File: config.mk
export PLATFORM = sky130hd
export DESIGN_NAME = prog_loader_flat
export DESIGN_NICKNAME = d
export VERILOG_FILES = /design/src/rtl/prog_loader_if.sv /design/src/rtl/prog_loader.sv /design/src/flat_wrapper.sv
export SDC_FILE = /design/constraint.sdc
export NUM_CORES = 1
export LEC_CHECK = 0
export CELL_PAD_IN_SITES_DETAIL_PLACEMENT = 1
export CELL_PAD_IN_SITES_GLOBAL_PLACEMENT = 1
export CORE_MARGIN = 2
export CORE_UTILIZATION = 45
export CTS_CLUSTER_SIZE = 24
export DETAILED_ROUTE_END_ITERATION = 6
export MAX_ROUTING_LAYER = met4
export PLACE_DENSITY_LB_ADDON = 0.1
export SETUP_SLACK_MARGIN = 0.1
export SYNTH_ARGS = -nofsm -noshare
export SYNTH_HDL_FRONTEND = slang
export SYNTH_SLANG_ARGS = --single-unit
File: constraint.sdc
create_clock -name clk_i -period 6.1 [get_ports clk_i]
set_input_delay 0.915 -clock clk_i [delete_from_list [all_inputs] [get_ports clk_i]]
set_output_delay 0.915 -clock clk_i [all_outputs]
set_load 0.01 [all_outputs]
File: src/rtl/prog_loader_if.sv
// ---------------------------------------------------------------------------
// prog_loader_if : byte-stream valid/ready channel feeding the program loader
// Revision 1.0
// ---------------------------------------------------------------------------
`default_nettype none

interface prog_loader_if;
  logic       in_valid;
  logic [7:0] in_data;
  logic       in_ready;

  modport master (output in_valid, output in_data, input in_ready);
  modport slave  (input in_valid, input in_data, output in_ready);
endinterface

`default_nettype wire

File: src/rtl/prog_loader.sv
// ---------------------------------------------------------------------------
// prog_loader : assembles 10-bit words from a checksummed byte stream, writes
//               them to instruction memory and releases the CPU when verified
// Revision 1.0
// ---------------------------------------------------------------------------
`default_nettype none

module prog_loader #(
  parameter int DEPTH  = 32,
  parameter int ADDR_W = 5,
  parameter int INST_W = 10
) (
  input  wire logic              clk_i,
  input  wire logic              rst_ni,
  prog_loader_if.slave           in_if,
  output logic                   mem_wren_o,
  output logic [ADDR_W-1:0]      mem_address_o,
  output logic [INST_W-1:0]      mem_data_o,
  output logic                   cpu_reset_o,
  output logic                   done_o,
  output logic                   error_o
);

  typedef enum logic [2:0] {
    S_HDR   = 3'd0,
    S_HI    = 3'd1,
    S_LO    = 3'd2,
    S_WRITE = 3'd3,
    S_CHK   = 3'd4,
    S_RUN   = 3'd5,
    S_ERR   = 3'd6
  } state_t;

  localparam logic [7:0] DEPTH_B = 8'(DEPTH);

  state_t              state_q, state_d;
  logic [ADDR_W:0]     n_q, n_d;
  logic [ADDR_W:0]     cnt_q, cnt_d;
  logic [7:0]          chk_q, chk_d;
  logic [1:0]          hi_q, hi_d;
  logic                ready_q, ready_d;
  logic                wren_q, wren_d;
  logic [ADDR_W-1:0]   addr_q, addr_d;
  logic [INST_W-1:0]   data_q, data_d;
  logic                cpu_rst_q, cpu_rst_d;
  logic                done_q, done_d;
  logic                err_q, err_d;
  logic                xfer;
  logic [ADDR_W:0]     cnt_inc;

  assign xfer    = in_if.in_valid & ready_q;
  assign cnt_inc = cnt_q + 1'b1;

  always_comb begin
    state_d = state_q;
    n_d     = n_q;
    cnt_d   = cnt_q;
    chk_d   = chk_q;
    hi_d    = hi_q;
    addr_d  = addr_q;
    data_d  = data_q;
    case (state_q)
      S_HDR: if (xfer) begin
        if (in_if.in_data == 8'd0 || in_if.in_data > DEPTH_B) begin
          state_d = S_ERR;
        end else begin
          n_d     = in_if.in_data[ADDR_W:0];
          cnt_d   = '0;
          chk_d   = '0;
          state_d = S_HI;
        end
      end
      S_HI: if (xfer) begin
        if (in_if.in_data[7:2] != 6'd0) begin
          state_d = S_ERR;
        end else begin
          hi_d    = in_if.in_data[1:0];
          chk_d   = chk_q ^ in_if.in_data;
          state_d = S_LO;
        end
      end
      S_LO: if (xfer) begin
        chk_d   = chk_q ^ in_if.in_data;
        data_d  = {hi_q, in_if.in_data};
        addr_d  = cnt_q[ADDR_W-1:0];
        state_d = S_WRITE;
      end
      S_WRITE: begin
        cnt_d   = cnt_inc;
        state_d = (cnt_inc == n_q) ? S_CHK : S_HI;
      end
      S_CHK: if (xfer) begin
        state_d = (in_if.in_data == chk_q) ? S_RUN : S_ERR;
      end
      default: state_d = state_q;
    endcase

    // Every output is a registered function of the state being entered.
    ready_d   = (state_d == S_HDR) || (state_d == S_HI) ||
                (state_d == S_LO)  || (state_d == S_CHK);
    wren_d    = (state_d == S_WRITE);
    done_d    = (state_d == S_RUN);
    cpu_rst_d = (state_d == S_RUN);
    err_d     = (state_d == S_ERR);
  end

  always_ff @(posedge clk_i or negedge rst_ni) begin
    if (!rst_ni) begin
      state_q   <= S_HDR;
      n_q       <= '0;
      cnt_q     <= '0;
      chk_q     <= '0;
      hi_q      <= '0;
      ready_q   <= 1'b0;
      wren_q    <= 1'b0;
      addr_q    <= '0;
      data_q    <= '0;
      cpu_rst_q <= 1'b0;
      done_q    <= 1'b0;
      err_q     <= 1'b0;
    end else begin
      state_q   <= state_d;
      n_q       <= n_d;
      cnt_q     <= cnt_d;
      chk_q     <= chk_d;
      hi_q      <= hi_d;
      ready_q   <= ready_d;
      wren_q    <= wren_d;
      addr_q    <= addr_d;
      data_q    <= data_d;
      cpu_rst_q <= cpu_rst_d;
      done_q    <= done_d;
      err_q     <= err_d;
    end
  end

  assign in_if.in_ready = ready_q;
  assign mem_wren_o     = wren_q;
  assign mem_address_o  = addr_q;
  assign mem_data_o     = data_q;
  assign cpu_reset_o    = cpu_rst_q;
  assign done_o         = done_q;
  assign error_o        = err_q;

endmodule

`default_nettype wire

File: src/flat_wrapper.sv
// flat-port wrapper written by rule: the top's interface ports become plain ports
module prog_loader_flat 
#(
  parameter int DEPTH  = 32,
  parameter int ADDR_W = 5,
  parameter int INST_W = 10
)
  (clk_i, rst_ni, mem_wren_o, mem_address_o, mem_data_o, cpu_reset_o, done_o, error_o, in_if_in_valid, in_if_in_data, in_if_in_ready);
  prog_loader_if in_if_i ();
  input  wire logic clk_i;
  input  wire logic rst_ni;
  output logic mem_wren_o;
  output logic [ADDR_W-1:0] mem_address_o;
  output logic [INST_W-1:0] mem_data_o;
  output logic cpu_reset_o;
  output logic done_o;
  output logic error_o;
  input wire logic [$bits(in_if_i.in_valid)-1:0] in_if_in_valid;
  input wire logic [$bits(in_if_i.in_data)-1:0] in_if_in_data;
  output wire logic [$bits(in_if_i.in_ready)-1:0] in_if_in_ready;
  assign in_if_i.in_valid = in_if_in_valid;
  assign in_if_i.in_data = in_if_in_data;
  assign in_if_in_ready = in_if_i.in_ready;
  prog_loader #(.DEPTH(DEPTH), .ADDR_W(ADDR_W), .INST_W(INST_W)) u_core (.clk_i(clk_i), .rst_ni(rst_ni), .in_if(in_if_i), .mem_wren_o(mem_wren_o), .mem_address_o(mem_address_o), .mem_data_o(mem_data_o), .cpu_reset_o(cpu_reset_o), .done_o(done_o), .error_o(error_o));
endmodule
==> metrics.yaml <==
detail_route.vias_per_cell: 5.48
clock_latency_reported_for_the_late_side_of_the_worst_skew_pair_ns: 0.30
overall_overflow_remaining_after_global_route: 0
grt_max_degree: 45
fp_rows: 25
vias_after_detailed_routing: 1748
gpl_congestion: 0.849
syn_to_final_growth_pct: 20.1
syn_area_per_cell_sq_um: 9.81
dpl.hpwl_microns: 3520
final_period_demand_of_the_worst_path_ns: 3.03
finClkSkew_ns: 0.00920
number_of_failing_setup_endpoints_in_the_final_timing_report: 0
arrival_ns: 3.22
max_freq_mhz: 330
worstHoldPathType: "reg2reg"
postSynth.topFlopCell: "dfrtp_1"
power_switching_uw: 124
detail_route.iter0.violations: 125
synth_enable_flop_cells: 0
power.clock.fraction_pct: 41.6
antenna_left: 0
synth_nets: 239
slew_violations: 0
number_of_antenna_violations_at_the_first_check_in_global_routing: 0
cts_num_sinks: 44
die_area_sq_um: 5530
crit_required_ns: 6.29
drcViolationCount: 0
power.combinational.fraction_pct: 5.9
synthesis.yosys.warnings: 0
design.portCount: 31
initial_utilization_pct: 46.8
switching_power_as_a_share_of_total_power_pct: 22.0
power_leakage_nw: 1.17
synth.distinct_cells: 48
tritoncts: "built"
pwr_density_cell_nw_per_um2: 211
finalCoreUtilization_pct: 56.2
clkSlewWorstSetupHoldPaths_ns: 0.09
finalHoldViolations: 0
peak_supply_drop_v: 0.000106
rsz0062_at_grt: "no"
pin_slew_with_the_least_headroom_to_its_limit_ns: 0.997
clock_tree.buffer_depth: 2
clock_tree_root_driver_cell: "clkbuf_8"
grt_first_pass_wirelength_microns: 8530
dr.pass1.iters: 4
gates_resized_cts_repair: 0
die_height_microns: 74.4
grt.total_usage_pct: 21.3
sequentialPowerShare_pct: 52.5
via_count_of_the_first_global_routing_pass: 1722
setup.worst_path.end_class: "flop"
port-buffer-count: 30
avgRoutedWirePerCell_microns: 16.2
maxSlewHeadroom_pct: 33.5
wl_microns: 5160
final_net_count: 263
post-cts-setup-buffer-count: 0
register_bit_total_from_synthesis: 44
fin_crit_sh_pct: 49.7
crit_path_start_kind: "input port"
cts_htree_levels: 2
antennaDiodeCount: 0
core-area_sq_um: 4750
synthDominantAreaCellType: "dfrtp_1"
yosys-top-cells-area: "dfrtp_1 (49%), nand2_1 (6.4%), o21ai_0 (4.5%)"
maximum_net_fanout_on_the_critical_path: 10
mappedNetlistArea_sq_um: 2230
drv_cap: 0
die_width_microns: 74.4
final.setup.tns_ns: 0
power.internal_uw: 441
final_layout_size_suffix_gt1_share_pct: 12.3
critical_path_class: "in2reg"
tritoncts.num_buffers: 5
post_cts_hold_buffer_count: 0
fin_worst_hold_slack_ns: 0.477
synth_sequential_area_ratio_pct: 49.4
syn_inst: 227
yosys.area.top_type_share_pct: 49.4
async_flop_share_pct: 100
run_status: "complete, no violations"
cells in the final DEF, fill, tap and decap left out, types with 3 or more instances in the layout:
| master | netlist | routed |
|---|---|---|
| clkdlybuf4s50_1 | 0 | 29 |
| inv_1 | 3 | 3 |
| nand2b_1 | 8 | 8 |
| dfrtp_1 | 44 | 44 |
| xnor2_1 | 11 | 11 |
| o31ai_1 | 3 | 3 |
| nand2_1 | 38 | 38 |
| mux2_2 | 8 | 8 |
| clkbuf_8 | 0 | 6 |
| nor4_1 | 5 | 5 |
| nand4_1 | 5 | 5 |
| o21ai_0 | 20 | 20 |
| o21ai_1 | 6 | 6 |
| a22o_1 | 5 | 5 |
| nor2_1 | 14 | 14 |
| nand3_1 | 4 | 4 |
| xor2_1 | 5 | 5 |
per-layer routing:
layer	track usage [%]	vias to the layer above	share of wire [%]
met3	4.07	5	2.6
met5	-	-	0
met1	28.6	877	49
li1	-	840	-
met2	33.3	26	48
met4	5.36	0	0.74
worst max-delay path: stages:
cell,delay (ns)
clkdlybuf4s50_1,0.51
or3_4,0.46
or4_1,0.47
a2111o_1,0.43
nand3_4,0.14
nor2_2,0.08
a22o_1,0.20
flip-flops by register name (all words and copies together), names as in the netlist:
register	count
u_core.mem_data_o	10
u_core.chk_q	8
u_core.cnt_q	6
u_core.n_q	6
u_core.mem_address_o	5
u_core.state_q	3
u_core.hi_q	2
u_core.cpu_reset_o	1
u_core.error_o	1
u_core.in_if.in_ready	1
u_core.mem_wren_o	1
power by group through the flow:
stage | clock (mW) | sequential, mW | combinational (mW)
CTS | 0.243 | 0.297 | 0.0339
detailed placement | 0 | 0.302 | 0.0337
global route | 0.253 | 0.297 | 0.0372
floorplan | 0 | 0.301 | 0.0158
global placement | 0 | 0.302 | 0.0336
finish | 0.235 | 0.296 | 0.0332
worst paths after layout:
| kind | startpoint | endpoint | slack, ns | cells past startpoint |
|---|---|---|---|---|
| max in group asynchronous | rst_ni | u_core.chk_q[7] | 4.70 | 1 |
| setup / recovery | in_if_in_data[2] | u_core.mem_data_o[3] | 3.07 | 7 |
| hold / removal | u_core.hi_q[0] | u_core.mem_data_o[8] | 0.48 | 2 |
| setup reg to reg | u_core.state_q[2] | u_core.mem_data_o[3] | 3.78 | 6 |
| hold reg to reg | u_core.hi_q[0] | u_core.mem_data_o[8] | 0.48 | 2 |
| min in group asynchronous | rst_ni | u_core.mem_address_o[2] | 0.77 | 1 |
metrics by stage:
| step | setup slack [ns] | instance area, sq um | cells | power (mW) |
|---|---|---|---|---|
| 2_1_floorplan | 3.44 | 2230 | 227 | 0.317 |
| 4_1_cts | 3.06 | 2670 | 319 | 0.573 |
| 5_1_grt | 2.91 | 2670 | 319 | 0.587 |
| 6_report | 3.07 | 2670 | 319 | 0.565 |
| 3_5_place_dp | 2.75 | 2550 | 311 | 0.336 |
| 3_3_place_gp | 2.78 | 2550 | 311 | 0.336 |
Yosys cell counts (2+ instances only):
cell type / number
a211oi_2: 2
nand3b_1: 2
and2_1: 2
nand2_1: 38
a22o_1: 5
o31ai_1: 3
xnor2_1: 11
buf_4: 2
nor4_1: 5
inv_1: 3
nor2_2: 2
nand3_1: 4
clkbuf_1: 11
o21ai_0: 20
xor2_1: 5
o21ai_1: 6
dfrtp_1: 44
mux2_2: 8
nor2_1: 14
nand2b_1: 8
nand4_1: 5
logic make-up (layout without fill, tap and decap cells):
kind of cell | after synthesis | after routing | synth area share (%)
AO/OA/AOI/OAI | 47 | 47 | 14.5
XOR/XNOR | 16 | 16 | 6.29
adder cells (fa/ha/maj) | 1 | 1 | 0.562
buffers and inverters | 17 | 42 | 3.26
flip-flops | 44 | 44 | 49.4
multiplexers | 8 | 8 | 4.05
AND/OR/NAND/NOR | 94 | 94 | 21.9
final cells by class:
class	count	area, sq um
clock buffers	6	82.6
clock inverters	2	38.8
fillers	568	2080
inverters	3	11.3
multi-input cells	166	1050
flip-flops and latches	44	1100
well taps	67	83.8
repair buffers	31	303
Note: power is estimated with default switching activity, not from simulation.
